**src/rtl/shift_add_multiplier.sv**
```systemverilog
// Iterative 32x32 signed shift-and-add multiplier for the execute stage.
// Operand magnitudes are multiplied over exactly 32 cycles. Each cycle the
// multiplicand magnitude is left-shifted by the iteration count, and the
// shifted value is accumulated when the matching multiplier bit is set. The
// sign is applied once, when the result is registered.
//
// Ports:
//   clock          system clock, rising-edge
//   reset          synchronous active-high reset, overrides ctrl_MULT
//   ctrl_MULT      start pulse; operands sampled on that edge (ignored in RUN)
//   data_operandA  multiplicand, two's complement
//   data_operandB  multiplier, two's complement
//   data_result    low WIDTH bits of A*B (registered; holds until next result)
//   data_exception product does not fit in signed WIDTH bits (registered)
//   data_resultRDY one-cycle pulse marking a new result/exception
//   busy           high while iterating
module shift_add_multiplier #(
  parameter int unsigned WIDTH = 32
) (
  input  logic             clock,
  input  logic             reset,
  input  logic             ctrl_MULT,
  input  logic [WIDTH-1:0] data_operandA,
  input  logic [WIDTH-1:0] data_operandB,
  output logic [WIDTH-1:0] data_result,
  output logic             data_exception,
  output logic             data_resultRDY,
  output logic             busy
);

  localparam int unsigned CW = $clog2(WIDTH);
  localparam logic [WIDTH-1:0] MIN_NEG = {1'b1, {(WIDTH-1){1'b0}}};

  typedef enum logic [1:0] {IDLE, RUN, DONE} state_e;

  state_e           state_q, state_d;
  logic [CW-1:0]    count_q, count_d;
  logic [WIDTH-1:0] mag_a_q, mag_a_d;
  logic [WIDTH-1:0] mag_b_q, mag_b_d;
  logic [WIDTH-1:0] acc_q, acc_d;
  logic [WIDTH-1:0] result_q, result_d;
  logic             neg_q, neg_d;
  logic             ovf_q, ovf_d;
  logic             exc_q, exc_d;

  // Feed to the barrel left-shifter: data = magA, shamt = count.
  logic [CW-1:0]      shamt;
  logic [2*WIDTH-1:0] shift_full;
  logic [WIDTH-1:0]   shifted;
  logic               lost;
  logic [WIDTH:0]     sum;

  logic start;
  logic last_iter;

  assign shamt      = count_q;
  assign shift_full = {{WIDTH{1'b0}}, mag_a_q} << shamt;
  assign shifted    = shift_full[WIDTH-1:0];
  // Any bit pushed past the top of the shifter means the partial product overflows.
  assign lost       = |shift_full[2*WIDTH-1:WIDTH];
  assign sum        = {1'b0, acc_q} + {1'b0, shifted};

  assign start     = ctrl_MULT && (state_q != RUN);
  assign last_iter = (state_q == RUN) && (count_q == CW'(WIDTH - 1));

  // State register and datapath flops
  always_ff @(posedge clock) begin
    if (reset) begin
      state_q  <= IDLE;
      count_q  <= '0;
      mag_a_q  <= '0;
      mag_b_q  <= '0;
      acc_q    <= '0;
      result_q <= '0;
      neg_q    <= 1'b0;
      ovf_q    <= 1'b0;
      exc_q    <= 1'b0;
    end else begin
      state_q  <= state_d;
      count_q  <= count_d;
      mag_a_q  <= mag_a_d;
      mag_b_q  <= mag_b_d;
      acc_q    <= acc_d;
      result_q <= result_d;
      neg_q    <= neg_d;
      ovf_q    <= ovf_d;
      exc_q    <= exc_d;
    end
  end

  // Next-state logic
  always_comb begin
    state_d = state_q;
    case (state_q)
      IDLE, DONE: state_d = start ? RUN : IDLE;
      RUN:        state_d = last_iter ? DONE : RUN;
      default:    state_d = IDLE;
    endcase
  end

  // Datapath next values
  always_comb begin
    count_d  = count_q;
    mag_a_d  = mag_a_q;
    mag_b_d  = mag_b_q;
    acc_d    = acc_q;
    result_d = result_q;
    neg_d    = neg_q;
    ovf_d    = ovf_q;
    exc_d    = exc_q;
    if (start) begin
      mag_a_d = data_operandA[WIDTH-1] ? -data_operandA : data_operandA;
      mag_b_d = data_operandB[WIDTH-1] ? -data_operandB : data_operandB;
      neg_d   = data_operandA[WIDTH-1] ^ data_operandB[WIDTH-1];
      acc_d   = '0;
      count_d = '0;
      ovf_d   = 1'b0;
    end else if (state_q == RUN) begin
      if (mag_b_q[count_q]) begin
        acc_d = sum[WIDTH-1:0];
        if (lost || sum[WIDTH]) ovf_d = 1'b1;
      end
      count_d = count_q + CW'(1);
      // Result is registered on the edge entering DONE, so it uses the
      // final accumulator value being computed this cycle.
      if (last_iter) begin
        result_d = neg_q ? -acc_d : acc_d;
        // A magnitude with the top bit set only fits as exactly -2^(WIDTH-1).
        exc_d    = ovf_d | (acc_d[WIDTH-1] & ~(neg_q & (acc_d == MIN_NEG)));
      end
    end
  end

  // Outputs
  always_comb begin
    busy           = (state_q == RUN);
    data_resultRDY = (state_q == DONE);
    data_result    = result_q;
    data_exception = exc_q;
  end

endmodule

```
**config.mk**
```make
export PLATFORM = sky130hd
export DESIGN_NAME = shift_add_multiplier
export DESIGN_NICKNAME = d
export VERILOG_FILES = /design/src/rtl/shift_add_multiplier.sv
export SDC_FILE = /design/constraint.sdc
export NUM_CORES = 1
export LEC_CHECK = 0
export ABC_CLOCK_PERIOD_IN_PS = 5700
export BUFFER_PORTS_ARGS = -buffer_cell sky130_fd_sc_hd__buf_2
export CORE_AREA = 2 2 131 196
export DETAILED_ROUTE_END_ITERATION = 10
export DIE_AREA = 0 0 133 198
export PLACE_DENSITY = 0.74
export SLEW_MARGIN = 20
export SYNTH_ARGS = -nofsm -noshare
export SYNTH_HDL_FRONTEND = slang
export SYNTH_SLANG_ARGS = --single-unit
```
**constraint.sdc**
```tcl
create_clock -name clock -period 5.7 [get_ports clock]
set_input_delay 0.285 -clock clock [delete_from_list [all_inputs] [get_ports clock]]
set_output_delay 0.285 -clock clock [all_outputs]
set_load 0.01 [all_outputs]
```
==> metrics.md, run 1 <==
| Metric | Value |
|---|---|
| Routed WL per cell | 17.8 µm |
| Clock Tree Root | clkbuf_16 |
| Layout cells sized above 1 | 0.139 |
| Kind of critical path | reg -> reg |
| Worst min path class | in -> reg |
| Avg Synthesized Cell Area | about 7.5 µm² |
| Clk sinks | 138 |
| Startpoint Class | register |
| Post-Syn Nets | around 1.6k |
| Leak Pwr | around 5 nW |
| DRC viols | 0 |
| Site row count | 71 |
| Number of flops mapped to enable cells by yosys | 0 |
| Min Tclk post-route | 5.26 ns |
| Peak fanout along the critical path | 16 |
| Worst-Skew Late Latency | 0.44 ns |
| Final Slew Violations | 0 |
| VDD IR-drop max | 0.000239 V |
| Fillers | 2430 |
| Fmax achieved | around 190 MHz |
| Die width | about 130 µm |
| CTS Buf Count | 17 |
| Worst Path Arrival | 5.62 ns |
| Synth cell types | 76 |
| Post-layout power | 3.12 mW |
| Mapped Cells | 1521 |
| Required time of the critical path | 6.06 ns |
| Synth Register Bits | 138 |
| Die area | between 20000 and 30000 µm² |
| Mapped cell area | 11400 µm² |
| Final Setup Violations | 0 |
| CTS tree | done |
| Status | finished, final reports clean |
| Routed Wire Length | approximately 34000 µm |
| Critical Path End Type | register |
| First drt pass iteration count | 5 |
| Seq/Total Area, Yosys | 0.243 |
| GP Congestion | 1.07 |
| Largest net degree at the start of global routing | 84 |
| Global-route wire length before repair | 55100 µm |
| Io pins | 102 |
| Antenna Nets Post-Route | 0 |
| Max clock buf depth | 2 |
| Slew margin rel. | 0.487 |
| Period utilisation layout | 0.923 |
| Buffers on Ports | ~100 |
| Initial DRC Count | 616 |
| Post-Place Setup Slack | 0.366 ns |
| Fin nets | 1666 |
| # H-tree levels | 4 |
| Antenna cells | 0 |
| Most frequent cells in the layout | 190 x nor2_1, 185 x nand2_1, 136 x dfxtp_1, 102 x a211oi_1, 101 x buf_2 |
| YS warnings | 0 |
| Overflow after GRT | 0 |
| Cell Pwr Density | 246 nW/µm² |
| Clk slew on worst S/H paths | ~0.070 ns |
| Commonest non-fill, non-tap cell in the layout | nor2_1 |
| Final Hold Vio Count | 0 |
| Vias in the first global route | around 11k |
| Setup total negative slack | 0 ns |
| Synth Flop Type | dfxtp_1 |
| Initial antenna violation count | 0 |
| Unrepaired setup endpoints after global routing | no |
| Hold Buf Count CTS | 0 |
| MaxCap Viol Count | 0 |
| Core area | 24800 µm² |
| Vias/cell | 6.09 |
| Clk_skew | about 0.013 ns |
| Die H | 198 µm |
| Setup bufs post-CTS | 0 |
| GRT Util Overall | 0.259 |
| Setup WS post-layout | between 0.4 and 0.5 ns |
| Initial Util | 0.459 |
| Async set-or-reset flop fraction in the synthesized netlist | 0 |
| Detailed-placement wirelength estimate | 26200 µm |
| Area grow syn2layout | 11.8% |
| Worst-Margin Slew | 0.763 ns |
| Vias | 11.6k |
==> cell type report <==
class / instances / area, µm² / share of cell area
well taps: 328 / 410 / 0.0323
repair buffers: 133 / 746 / 0.0586
flip-flops and latches: 138 / 2770 / 0.218
inverters: 30 / 113 / 0.00885
clock buffers: 23 / 468 / 0.0368
clock inverters: 9 / 136 / 0.0107
multi-input cells: 1241 / 8080 / 0.635
==> cell usage after synthesis (7+ instances only) <==
master,number,area share
a211oi_1,102,0.067
a21o_1,11,0.0073
a21oi_1,98,0.043
a22oi_1,12,0.0079
a31oi_1,17,0.0093
and3_1,12,0.0066
and4_1,9,0.0069
buf_1,15,0.0049
buf_2,10,0.0044
clkbuf_1,87,0.029
dfxtp_1,138,0.24
ha_1,37,0.041
inv_1,27,0.0089
mux2_2,9,0.0089
mux2i_1,60,0.053
mux4_2,18,0.036
nand2_1,185,0.061
nand2b_1,7,0.0038
nand3_1,33,0.015
nand3b_1,7,0.0046
nand4_1,19,0.010
nor2_1,190,0.063
nor2b_1,13,0.0071
nor3_1,35,0.015
o211ai_1,8,0.0053
o21a_1,7,0.0046
o21ai_0,92,0.040
o22ai_1,9,0.0049
o31a_1,7,0.0054
o31ai_1,22,0.015
o41ai_1,9,0.0069
or3_1,19,0.010
or4_1,14,0.0092
or4_4,8,0.0079
xnor2_1,23,0.018
xor2_1,62,0.048
==> kinds of logic (layout without fill, tap and decap cells) <==
family                     Yosys count  after routing  synth area share
AOI/OAI and AO/OA                  448            448             0.263
adders and majority gates           38             38            0.0424
and+or+nand+nor                    583            583             0.241
buffers and inverters              142            195            0.0479
DFF                                138            138             0.243
xor gates and xnor gates            85             85            0.0654
muxes                               87             87            0.0973
==> critical path, stage by stage, from the launching register on <==
cell       delay (ns)
dfxtp_4          0.51
buf_4            0.27
mux2i_1          0.26
nor3_1           0.07
a21oi_1          0.26
mux2i_1          0.14
nor2b_1          0.20
ha_1             0.43
a21oi_1          0.29
o21ai_0          0.21
a21o_1           0.23
or4_1            0.45
and3_1           0.25
o31ai_1          0.37
o2111ai_1        0.30
or3_1            0.43
or3_1            0.39
a31oi_1          0.12
==> per-layer routing <==
| layer | routed length (µm) | up-vias | global-route usage |
|---|---|---|---|
| met5 | 0 | - | 0 |
| met4 | 2650 | 0 | 0.193 |
| met3 | 1440 | 142 | 0.0397 |
| met2 | 17100 | 387 | 0.473 |
| met1 | 12700 | 5341 | 0.266 |
| li1 | - | 5706 | - |
==> metrics by stage <==
stage	hold WS (ns)	cell area, µm²	utilization	std cells
finish	0.0983	12700	0.513	1902
detailed placement	0.443	12100	0.488	1870
global placement	0.437	12100	0.488	1870
CTS	0.0853	12700	0.513	1902
floorplan	0.421	11400	-	1521
global route	0.110	12700	0.513	1902
==> state kept, by name, summed over array words and instances (netlist names) <==
name            count
mag_b_q            32
mag_a_q            32
data_result        32
count_q             5
acc_q              32
state_q             2
ovf_q               1
neg_q               1
data_exception      1
==> worst paths after layout <==
path                                                  start                           end  slack, ns  depth (start not counted)
worst max-delay path                count_q[0]$_SDFFE_PP0P_  data_result[29]$_SDFFE_PP0P_       0.44                         17
worst min register to register  data_result[4]$_SDFFE_PP0P_   data_result[4]$_SDFFE_PP0P_       0.45                          2
worst max register to register      count_q[0]$_SDFFE_PP0P_  data_result[29]$_SDFFE_PP0P_       0.44                         17
worst min-delay path                       data_operandA[0]       mag_a_q[0]$_SDFFE_PP0P_        0.1                          3
==> power breakdown <==
| part | total (mW) | switching (mW) | internal [mW] |
|---|---|---|---|
| registers | 1.07 | 0.0564 | 1.02 |
| clock network | 1.16 | 0.445 | 0.714 |
| logic | 0.892 | 0.557 | 0.335 |
==> what timing repair did <==
item                       4_1_cts  5_1_grt
hold endpoints to repair         0        0
setup endpoints to repair        0        4
resized for setup                0        4
Power figures use the tool's default switching activity.
==> run 2: changes to the inputs <==
--- a/config.mk
+++ b/config.mk
@@ -7,10 +7,10 @@
 export LEC_CHECK = 0
 export ABC_CLOCK_PERIOD_IN_PS = 5700
 export BUFFER_PORTS_ARGS = -buffer_cell sky130_fd_sc_hd__buf_2
-export CORE_AREA = 2 2 131 196
+export CORE_AREA = 2 2 121 182
 export DETAILED_ROUTE_END_ITERATION = 10
-export DIE_AREA = 0 0 133 198
-export PLACE_DENSITY = 0.74
+export DIE_AREA = 0 0 123 184
+export PLACE_DENSITY = 0.76
 export SLEW_MARGIN = 20
 export SYNTH_ARGS = -nofsm -noshare
 export SYNTH_HDL_FRONTEND = slang
==> metrics.md, run 2 (synthesis results as in run 1) <==
| Metric | Value |
|---|---|
| Status | finished, final reports clean |
| Layout cells sized above 1 | 0.145 |
| Slew margin rel. | 0.412 |
| Final Setup Violations | 0 |
| Clk slew on worst S/H paths | 0.06 ns |
| Io pins | around 100 |
| Post-Place Setup Slack | 0.318 ns |
| GRT met2 Usage | 0.579 |
| Busiest layer in global routing | met2 |
| Die H | 184 µm |
| Period utilisation layout | 0.936 |
| Vias/cell | 6.33 |
| Critical Path End Type | register |
| Worst Path Arrival | 5.69 ns |
| Area grow syn2layout | 11.2% |
| Unrepaired setup endpoints after global routing | no |
| Site row count | 65 |
| Highest-delay cell along the critical path | dfxtp_2 |
| Initial DRC Count | 815 |
| First drt pass iteration count | 6 |
| Antenna cells | 0 |
| Largest net degree at the start of global routing | 86 |
| MaxCap Viol Count | 0 |
| Core area | 21000 µm² |
| Cell Pwr Density | 242 nW/µm² |
| Routed Wire Length | 36000 µm |
| Kind of critical path | reg -> reg |
| Worst min path class | in -> reg |
| Vias in the first global route | 11.1k |
| Peak fanout along the critical path | 20 |
| Clk sinks | roughly 140 |
| Fin nets | 1674 |
| Clock Tree Root | clkbuf_16 |
| Setup bufs post-CTS | 0 |
| Routed WL per cell | 19.5 µm |
| Crit-path cells | mux2_2 > nor2_1 > a21oi_1 > a21oi_1 > nor2_1 > ha_1 > o211ai_1 > o21ai_1 > xor2_1 > a211oi_1 > and4_1 > a41o_1 > o2111ai_1 > or3_1 > or3_1 > a31oi_1 |
| Worst-Skew Late Latency | 0.44 ns |
| Final Slew Violations | 0 |
| Leak Pwr | 5.04 nW |
| Overflow after GRT | 0 |
| Initial antenna violation count | 0 |
| Setup WS post-layout | between 0.3 and 0.4 ns |
| Antenna Nets Post-Route | 0 |
| Die width | about 120 µm |
| Min Tclk post-route | about 5.3 ns |
| # H-tree levels | 4 |
| # placed instances | 1818 |
| Final Core Density | 0.603 |
| Fmax achieved | around 190 MHz |
| Vias | 11.7k |
| Post_cts resized | 0 |
| DRC viols | 0 |
| Commonest non-fill, non-tap cell in the layout | nor2_1 |
| Hold Buf Count CTS | 0 |
| Die area | 22600 µm² |
| GP Congestion | between 1 and 1.5 |
| Detailed-placement wirelength estimate | ~27000 µm |
| Largest stage delay on the critical path | 0.58 ns |
| CTS tree | done |
| Startpoint Class | register |
| GRT met3 Usage | 0.0565 |
| Final Hold Vio Count | 0 |
| VDD IR-drop max | about 0.00023 V |
| Initial Util | 0.542 |
| GRT Util Overall | 0.324 |
| Met1 usage | 0.330 |
| Worst-Margin Slew | 0.858 ns |
| Buffers on Ports | 101 |
| Setup total negative slack | 0 ns |
| Required time of the critical path | 6.06 ns |
| CTS Buf Count | 17 |
| Global-route wire length before repair | 57400 µm |
| Max clock buf depth | 2 |
| Clk_skew | 0.0120 ns |
| Fillers | around 2.0k |
| Layout Cells excl Fill | between 1.5k and 2k |
| Worst hold margin | 0.115 ns |
| Most frequent cells in the layout | 190 x nor2_1, 185 x nand2_1, 136 x dfxtp_1, 102 x a211oi_1, 101 x buf_2 |
-- run 2: cell types whose count changed in the layout (fill, tap and decap cells not counted), moves of 2 or more --
cell and delta:
inv_6 +5, clkbuf_8 -2, clkbuf_1 -4, bufinv_16 -3, buf_4 +8, inv_8 +2
-- run 2: path summary, 6_finish.rpt --
check	startpoint	endpoint	slack [ns]	depth (start not counted)
hold reg to reg	data_result[3]$_SDFFE_PP0P_	data_result[3]$_SDFFE_PP0P_	0.45	2
setup / recovery	count_q[1]$_SDFFE_PP0P_	data_result[29]$_SDFFE_PP0P_	0.37	16
setup reg to reg	count_q[1]$_SDFFE_PP0P_	data_result[29]$_SDFFE_PP0P_	0.37	16
hold / removal	ctrl_MULT	state_q[0]$_SDFF_PP0_	0.12	3
-- run 2: area by class of cell --
type	count	area [µm²]	share of cell area
Clock buffer	17	425	0.0336
Clock inverter	15	134	0.0106
Inverter	30	113	0.00890
Multi-Input combinational cell	1241	8070	0.638
Sequential cell	138	2770	0.219
Tap cell	268	335	0.0265
Timing Repair Buffer	141	806	0.0637
-- run 2: metal layers --
| layer | vias to the layer above | wire length (µm) |
|---|---|---|
| met3 | 174 | 1660 |
| li1 | 5728 | - |
| met5 | - | 0 |
| met2 | 425 | 18400 |
| met1 | 5379 | 13000 |
| met4 | 0 | 3020 |
-- run 2: report_power, final --
group | switching (mW) | internal [mW] | total, mW
clock network | 0.494 | 0.574 | 1.07
logic | 0.570 | 0.341 | 0.911
registers | 0.0620 | 1.02 | 1.08
total | 1.13 | 1.93 | 3.06
-- run 2: worst max-delay path, delay by kind of cell (launching register included) --
kind,cells,cell delay (ns)
compound gates,8,2.13
simple gates,5,1.41
flops,1,0.58
mux,1,0.41
fa+ha+maj,1,0.36
xor+xnor,1,0.35
-- run 2: metrics by stage --
stage | power (mW) | cell area, µm²
3_5_place_dp | 1.99 | 12100
2_1_floorplan | 1.71 | 11400
3_3_place_gp | 1.98 | 12100
5_1_grt | 3.21 | 12700
6_report | 3.06 | 12700
4_1_cts | 3.05 | 12700
